--- src/rtl/wb_arbiter_if.sv ---
// wb_arbiter_if
// -------------
// Bundles the request/grant signals between the Wishbone masters'
// interconnect and the round-robin arbiter.
//
//   mcyc_i    [MASTERS]  per-master cycle request
//   mstb_i    [MASTERS]  per-master strobe
//   sack_i               acknowledge from the currently muxed slave
//   gnt_o     [MASTERS]  one-hot grant (or zero), registered
//   gnt_idx_o [IDX_W]    binary index of the grant; holds while ungranted
//   busy_o               a grant is active
//   merr_o    [MASTERS]  one-cycle watchdog error, one-hot, registered
//
// Request/grant handshake: a master raises mcyc_i and keeps it high until it
// sees its gnt_o bit; ownership then lasts for as long as that master keeps
// mcyc_i high, and ends at the first edge where it is sampled low. Within an
// owned cycle each mstb_i beat is completed by sack_i (normal termination) or
// by merr_o (watchdog termination, which also ends the ownership).
//
// Modports: "master" is the interconnect/master side that drives requests,
// "slave" is the arbiter side.

interface wb_arbiter_if #(
    parameter int MASTERS = 2
);
    localparam int IDX_W = $clog2(MASTERS);

    logic [MASTERS-1:0] mcyc_i;
    logic [MASTERS-1:0] mstb_i;
    logic               sack_i;
    logic [MASTERS-1:0] gnt_o;
    logic [IDX_W-1:0]   gnt_idx_o;
    logic               busy_o;
    logic [MASTERS-1:0] merr_o;

    modport master (
        output mcyc_i,
        output mstb_i,
        output sack_i,
        input  gnt_o,
        input  gnt_idx_o,
        input  busy_o,
        input  merr_o
    );

    modport slave (
        input  mcyc_i,
        input  mstb_i,
        input  sack_i,
        output gnt_o,
        output gnt_idx_o,
        output busy_o,
        output merr_o
    );
endinterface

--- src/rtl/wb_arbiter.sv ---
// wb_arbiter
// ----------
// Round-robin Wishbone bus arbiter with a per-transfer watchdog. A grant is
// held for the whole cyc cycle of the winning master (no preemption). When the
// owner drops cyc, the next requester is granted on the same edge. A strobe
// left unacknowledged for more than TIMEOUT cycles ends the transfer with a
// one-cycle merr_o pulse to the owner.
//
// Ports:
//   clk_i        clock, rising edge
//   rst_i        synchronous active-high reset
//   bus          wb_arbiter_if.slave (requests in, grant/error out)
//   dbg_state_o  current FSM state (IDLE=0, BUSY=1, ERR=2)
//   dbg_wd_o     current watchdog count
//
// All outputs come straight from registers.

module wb_arbiter #(
    parameter int MASTERS = 2,
    parameter int TIMEOUT = 255
) (
    input  logic               clk_i,
    input  logic               rst_i,
    wb_arbiter_if.slave        bus,
    output logic [1:0]         dbg_state_o,
    output logic [((TIMEOUT > 0) ? $clog2(TIMEOUT + 1) : 1)-1:0] dbg_wd_o
);

    localparam int IDX_W = $clog2(MASTERS);
    // A disabled watchdog still keeps a 1-bit counter that never moves.
    localparam int WD_W  = (TIMEOUT > 0) ? $clog2(TIMEOUT + 1) : 1;
    localparam logic [WD_W-1:0] WD_MAX = WD_W'(TIMEOUT);

    localparam logic [1:0] ST_IDLE = 2'd0;
    localparam logic [1:0] ST_BUSY = 2'd1;
    localparam logic [1:0] ST_ERR  = 2'd2;

    logic [1:0]         r_state;
    logic [MASTERS-1:0] r_gnt;
    logic [IDX_W-1:0]   r_gnt_idx;
    logic [IDX_W-1:0]   r_last;
    logic               r_busy;
    logic [MASTERS-1:0] r_merr;
    logic [WD_W-1:0]    r_wd;

    logic               w_found;
    logic [IDX_W-1:0]   w_pick;
    logic               w_cyc_g;
    logic               w_stb_g;

    // Round-robin search starting just above r_last: first look at indices
    // above it, then wrap around to indices at or below it. In BUSY r_last
    // equals the current owner, so this also serves the handoff search.
    always_comb begin
        w_found = 1'b0;
        w_pick  = r_last;
        for (int j = 0; j < MASTERS; j++) begin
            if (!w_found && bus.mcyc_i[j] && (j > int'(r_last))) begin
                w_found = 1'b1;
                w_pick  = IDX_W'(j);
            end
        end
        for (int j = 0; j < MASTERS; j++) begin
            if (!w_found && bus.mcyc_i[j] && (j <= int'(r_last))) begin
                w_found = 1'b1;
                w_pick  = IDX_W'(j);
            end
        end
    end

    // Owner's cyc/stb, selected with the one-hot grant (zero outside BUSY).
    assign w_cyc_g = |(bus.mcyc_i & r_gnt);
    assign w_stb_g = |(bus.mstb_i & r_gnt);

    always_ff @(posedge clk_i) begin
        if (rst_i) begin
            r_state   <= ST_IDLE;
            r_gnt     <= '0;
            r_gnt_idx <= '0;
            r_last    <= IDX_W'(MASTERS - 1);
            r_busy    <= 1'b0;
            r_merr    <= '0;
            r_wd      <= '0;
        end else begin
            r_merr <= '0;
            case (r_state)
                ST_IDLE: begin
                    r_wd <= '0;
                    if (w_found) begin
                        r_state   <= ST_BUSY;
                        r_gnt     <= MASTERS'(1) << w_pick;
                        r_gnt_idx <= w_pick;
                        r_last    <= w_pick;
                        r_busy    <= 1'b1;
                    end
                end
                ST_BUSY: begin
                    if (!w_cyc_g) begin
                        // Release takes priority over a watchdog expiry.
                        r_wd <= '0;
                        if (w_found) begin
                            r_gnt     <= MASTERS'(1) << w_pick;
                            r_gnt_idx <= w_pick;
                            r_last    <= w_pick;
                        end else begin
                            r_state <= ST_IDLE;
                            r_gnt   <= '0;
                            r_busy  <= 1'b0;
                        end
                    end else if (w_stb_g && !bus.sack_i) begin
                        if ((TIMEOUT != 0) && (r_wd == WD_MAX)) begin
                            r_state <= ST_ERR;
                            r_merr  <= r_gnt;
                            r_gnt   <= '0;
                            r_busy  <= 1'b0;
                            r_wd    <= '0;
                        end else if (r_wd != WD_MAX) begin
                            r_wd <= r_wd + 1'b1;
                        end
                    end else begin
                        // Ack (wins over expiry) or no strobe: restart the count.
                        r_wd <= '0;
                    end
                end
                ST_ERR: begin
                    // r_last keeps the faulting master, giving it lowest priority.
                    r_state <= ST_IDLE;
                    r_wd    <= '0;
                end
                default: begin
                    r_state <= ST_IDLE;
                    r_gnt   <= '0;
                    r_busy  <= 1'b0;
                    r_wd    <= '0;
                end
            endcase
        end
    end

    assign bus.gnt_o     = r_gnt;
    assign bus.gnt_idx_o = r_gnt_idx;
    assign bus.busy_o    = r_busy;
    assign bus.merr_o    = r_merr;
    assign dbg_state_o   = r_state;
    assign dbg_wd_o      = r_wd;

endmodule
--- src/flat_wrapper.sv ---
// flat-port wrapper written by rule: the top's interface ports become plain ports
module wb_arbiter_flat 
#(
    parameter int MASTERS = 2,
    parameter int TIMEOUT = 255
)
  (clk_i, rst_i, dbg_state_o, dbg_wd_o, bus_mcyc_i, bus_mstb_i, bus_sack_i, bus_gnt_o, bus_gnt_idx_o, bus_busy_o, bus_merr_o);
  wb_arbiter_if #(.MASTERS(MASTERS)) bus_i ();
  input  logic clk_i;
  input  logic rst_i;
  output logic [1:0] dbg_state_o;
  output logic [((TIMEOUT > 0) ? $clog2(TIMEOUT + 1) : 1)-1:0] dbg_wd_o;
  input wire logic [$bits(bus_i.mcyc_i)-1:0] bus_mcyc_i;
  input wire logic [$bits(bus_i.mstb_i)-1:0] bus_mstb_i;
  input wire logic [$bits(bus_i.sack_i)-1:0] bus_sack_i;
  output wire logic [$bits(bus_i.gnt_o)-1:0] bus_gnt_o;
  output wire logic [$bits(bus_i.gnt_idx_o)-1:0] bus_gnt_idx_o;
  output wire logic [$bits(bus_i.busy_o)-1:0] bus_busy_o;
  output wire logic [$bits(bus_i.merr_o)-1:0] bus_merr_o;
  assign bus_i.mcyc_i = bus_mcyc_i;
  assign bus_i.mstb_i = bus_mstb_i;
  assign bus_i.sack_i = bus_sack_i;
  assign bus_gnt_o = bus_i.gnt_o;
  assign bus_gnt_idx_o = bus_i.gnt_idx_o;
  assign bus_busy_o = bus_i.busy_o;
  assign bus_merr_o = bus_i.merr_o;
  wb_arbiter #(.MASTERS(MASTERS), .TIMEOUT(TIMEOUT)) u_core (.clk_i(clk_i), .rst_i(rst_i), .bus(bus_i), .dbg_state_o(dbg_state_o), .dbg_wd_o(dbg_wd_o));
endmodule
--- config.mk ---
export PLATFORM = sky130hd
export DESIGN_NAME = wb_arbiter_flat
export DESIGN_NICKNAME = d
export VERILOG_FILES = /design/src/rtl/wb_arbiter_if.sv /design/src/rtl/wb_arbiter.sv /design/src/flat_wrapper.sv
export SDC_FILE = /design/constraint.sdc
export NUM_CORES = 1
export LEC_CHECK = 0
export ABC_AREA = 1
export CAP_MARGIN = 5
export CORE_ASPECT_RATIO = 1.25
export CORE_MARGIN = 2
export CORE_UTILIZATION = 40
export CTS_BUF_LIST = sky130_fd_sc_hd__clkbuf_16
export DETAILED_ROUTE_END_ITERATION = 12
export GPL_TIMING_DRIVEN = 0
export PLACE_DENSITY = 0.79
export SLEW_MARGIN = 15
export SYNTH_ARGS = -nofsm -noshare
export SYNTH_HDL_FRONTEND = slang
export SYNTH_SLANG_ARGS = --single-unit
export TNS_END_PERCENT = 10
--- constraint.sdc ---
create_clock -name clk_i -period 1.75 [get_ports clk_i]
set_clock_uncertainty 0.15 [all_clocks]
set_input_delay 0.175 -clock clk_i [delete_from_list [all_inputs] [get_ports clk_i]]
set_output_delay 0.175 -clock clk_i [all_outputs]
set_load 0.05 [all_outputs]
==> results.md <==
Run status:
- The flow ran to the end, and the final reports show no timing, DRC or antenna violations.

Setup path:
- The total stage count of the critical path is 1.
- On the critical path, the stage with the largest delay is an instance of sky130_fd_sc_hd__clkdlybuf4s50_1.
- The critical path in this run is classified as flip-flop to output port.
- The data arrival at the endpoint of the critical path is 1.39 ns.
- The cell family contributing the most delay on the critical path is buffers and inverters.
- Of all nets on the critical path, the largest fanout is 4.
- Together, buffers and inverters on the worst path number 1.
- The depth of the worst register-to-register path is 8.
- The worst register-to-register path has a setup slack of 0.23 ns.
- The category of the worst setup path capture point is an output port.
- The peak per-stage delay on the critical path is 0.80 ns.
- At the worst endpoint, the required time is 1.42 ns.
- The launch point of the worst path is u_core.dbg_wd_o[1].
- Walking the worst path, the cells encountered are clkdlybuf4s50_1.
- The reg-to-reg endpoint is u_core.bus.gnt_o[0].
- STA classifies the critical path startpoint as a flip-flop.
- The launch point of the worst reg-to-reg path is u_core.dbg_wd_o[1].

Worst hold path:
- Counting instances, the worst hold path has a depth of 1.
- The startpoint of the most critical hold path is u_core.dbg_wd_o[0].
- The kind of path behind the tightest hold check is flip-flop to flip-flop.
- The path with the worst hold slack has its endpoint at u_core.dbg_wd_o[0].

Floorplanning:
- After floorplanning, the core was divided into 19 placement rows.
- The initial utilization of the core area, before any placement, comes to 41.5%.
- After floorplanning, the core was sized to cover 2140 um2.
- The floorplan step defined a die boundary enclosing 2620 um2.
- The chip width is 46.2 um.
- From bottom edge to top edge, the die measures 56.7 um.
- The boundary pin count is 23.

STA:
- The setup total negative slack is 0 ns.
- The total count of hold-check failures in the final report is 0.
- The setup slack of the critical path after layout is 0.0334 ns.
- The final setup violation count is 0.
- Dividing the final minimum period by the clock period gives 98.1%.
- Setup repair after global routing left no endpoint under its margin.
- The normalized max-slew margin is 66.3%.
- Static timing analysis puts the maximum clock frequency at 0.583 GHz.
- For the pin with the worst max-slew slack, the measured transition is 0.505 ns.
- The number of max-slew violations in the final report is 0.
- The final critical delay including setup and external delays is 1.72 ns.

Yosys:
- Of the total synthesized cell area, the portion taken by XOR and XNOR cells is 3.94%.
- The largest total area in the synthesized netlist belongs to sky130_fd_sc_hd__dfxtp_1.
- A synthesized cell averages 7.22 um2.
- After synthesis the netlist holds a flip-flop and latch count of 17.
- The synthesized-area fraction occupied by ao, oa, aoi and oai cells is 7.04%.
- The basic-gate share of the synthesized area counting and, or, nand and nor cells is 40.8%.
- The summed instance area of the synthesized netlist is 888 um2.
- The number of nets in the synthesized netlist is 131.
- By area, the combinational part of the netlist is dominated by simple AND/OR/NAND/NOR gates.
- The number of different library cells used by synthesis comes to 21.
- The area fraction of the dominant cell type after synthesis is 38.3%.
- Yosys attributes the largest share of cell area to sky130_fd_sc_hd__dfxtp_1 (38%), sky130_fd_sc_hd__nand2_1 (11%), sky130_fd_sc_hd__nor2_1 (8.0%).
- The portion of synthesized area spent on multiplexers is 0%.
- Synthesis produced 123 cells.
- The adder-cell area share of the yosys netlist is 1.41%.
- The sequential element share of the synthesized area is 38.3%.
- During synthesis, Yosys emitted a total of 0 warnings.

Detailed routing:
- The aggregate routed wire length is 1730 um.
- The count of TritonRoute iterations in the first routing pass is 4.
- The per-cell routed wire length is 10.2 um.
- For this block, the initial DRC count from the detailed router was 21.
- The average via count per standard cell is 4.95.
- The remaining antenna violation count is 0.
- The final routed DRC violation total is 0.
- The total vias in the final route is 841.

Power and ir drop:
- The internal power consumption is 0.809 mW.
- The worst vdd rail ir drop is 0.561 mV.
- Dividing total power by cell area gives a power density of 955 nW/um2.
- Combinational logic burns 24.4% of the power.
- Sequential cells burn 37.8% of the power.
- The share of total power dissipated in the clock network is 37.8%.
- The switching share of total power is 29.7%.
- The reported net switching power is 0.342 mW.
- Summed over all cells, the static leakage comes to 0.636 nW.

Placed design:
- Input and output buffers added on the ports amount to 22.
- The routability-driven placement congestion ratio is 0.832.
- The pre-CTS setup slack is 0.0367 ns.
- After legalization and detailed placement, the total HPWL measured 1390 um.

Layout:
- In the final layout, the share of cells above drive strength 1 is 18.1%.
- At the end of the flow, the number of nets in the layout was 158.
- The number of inserted diodes is 0.
- The area occupied by registers is 343 um2.
- Relative to the synthesized area, the layout overhead comes to 35.8%.
- The library cell used most frequently in the layout, excluding fill and tap cells, is sky130_fd_sc_hd__nand2_1.
- Fill cells in the final layout number 202.
- The combined area of the multi-input logic cells is 473 um2.
- In the layout the commonest cells are sky130_fd_sc_hd__nand2_1 (26), sky130_fd_sc_hd__nor2_1 (19), sky130_fd_sc_hd__dfxtp_1 (15).

GRT:
- The largest net degree at the start of global routing is 10.
- The first global-routing pass estimated 3110 um of wire.
- The number of global-route vias before repair is 802.
- The total track usage is 15.6%.
- The total congestion overflow is 0.
- The number of antenna violations at the first check in global routing came to 0.

CTS:
- The buffer count from post-CTS setup fixing is 0.
- The number of CTS-inserted buffers is 3.
- Counting along the longest clock path gives a buffer depth of 2.
- TritonCTS built the clock tree.
- The total number of clock tree sinks is 17.
- Clock latency on the worst-skew pair, taken at its later pin, is 0.24 ns.
- The depth of the CTS H-tree is 1.
- The clock-pin transition on the worst setup and hold timing paths is 0.05 ns.
- The cell sitting at the root of the clock tree is a sky130_fd_sc_hd__clkbuf_16.

Run:
- Across the run, the number of max-cap violations was 0.
==> cell usage after synthesis, drive strengths merged <==
cell,instances
xnor2,3
a21oi,6
dfxtp,17
nor3b,2
inv,20
nor2,23
nand2,33
ha,1
or2,1
nand4,4
o21bai,1
o21ai,2
nand3,8
a21boi,1
xor2,1
==> flip-flops by register name (all words and copies together) (netlist names) <==
signal / flops
u_core.bus.gnt_o: 2
u_core.bus.busy_o: 1
u_core.dbg_state_o: 2
u_core.r_last: 1
u_core.bus.merr_o: 2
u_core.bus.gnt_idx_o: 1
u_core.dbg_wd_o: 8
==> metrics by stage <==
stage                     instances  utilization [%]  instance area [um2]  hold WS [ns]  power [mW]
final                           170             56.4                 1210         0.279        1.15
after global routing            170             56.4                 1210         0.298        1.22
after CTS                       170             56.3                 1200         0.286        1.17
after detailed placement        166             53.2                 1140         0.278       0.735
after global placement          166             53.2                 1140         0.268       0.730
after floorplan                 123                -                  891        0.0941       0.651
==> layer usage <==
| layer | GRT usage (%) | wire, um | vias up |
|---|---|---|---|
| met3 | 3.54 | 98 | 2 |
| met4 | 6.53 | 14 | 0 |
| met5 | 0 | 0 | - |
| met2 | 27.0 | 923 | 21 |
| met1 | 17.4 | 695 | 384 |
| li1 | - | - | 434 |
==> power by group through the flow <==
| stage | Sequential, mW | Combinational (mW) | Clock [mW] |
|---|---|---|---|
| global route | 0.438 | 0.310 | 0.469 |
| global placement | 0.442 | 0.288 | 0 |
| detailed placement | 0.444 | 0.291 | 0 |
| floorplan | 0.517 | 0.134 | 0 |
| CTS | 0.436 | 0.283 | 0.449 |
| finish | 0.435 | 0.282 | 0.435 |
==> final cells by class <==
| class | count | share of cell area [%] |
|---|---|---|
| Multi-Input combinational cell | 86 | 39.2 |
| Sequential cell | 17 | 28.4 |
| Timing Repair Buffer | 22 | 17.4 |
| Clock buffer | 3 | 6.22 |
| Inverter | 20 | 6.22 |
| Tap cell | 21 | 2.18 |
| Clock inverter | 1 | 0.311 |
==> cells by family (layout without fill, tap and decap cells) <==
kind of cell | after synthesis | in the layout
DFF | 17 | 17
buffers and inverters | 20 | 46
xor gates and xnor gates | 4 | 4
and+or+nand+nor | 71 | 71
AOI/OAI and AO/OA | 10 | 10
adders and majority gates | 1 | 1
==> timing repair <==
item	in CTS	in global routing
setup endpoints to repair	10	1
hold buffers	0	0
gates resized for setup	10	1
==> worst max-delay path by stage <==
stage | end | slack [ns]
2_1_floorplan | u_core.bus.gnt_o[0] | 0.09
3_3_place_gp | u_core.dbg_wd_o[2] | 0.06
3_5_place_dp | u_core.dbg_wd_o[2] | 0.04
4_1_cts | dbg_wd_o[0] | 0.03
5_1_grt | bus_gnt_idx_o | 0.006
6_report | dbg_wd_o[1] | 0.03
(Power assumes the default switching activity.)
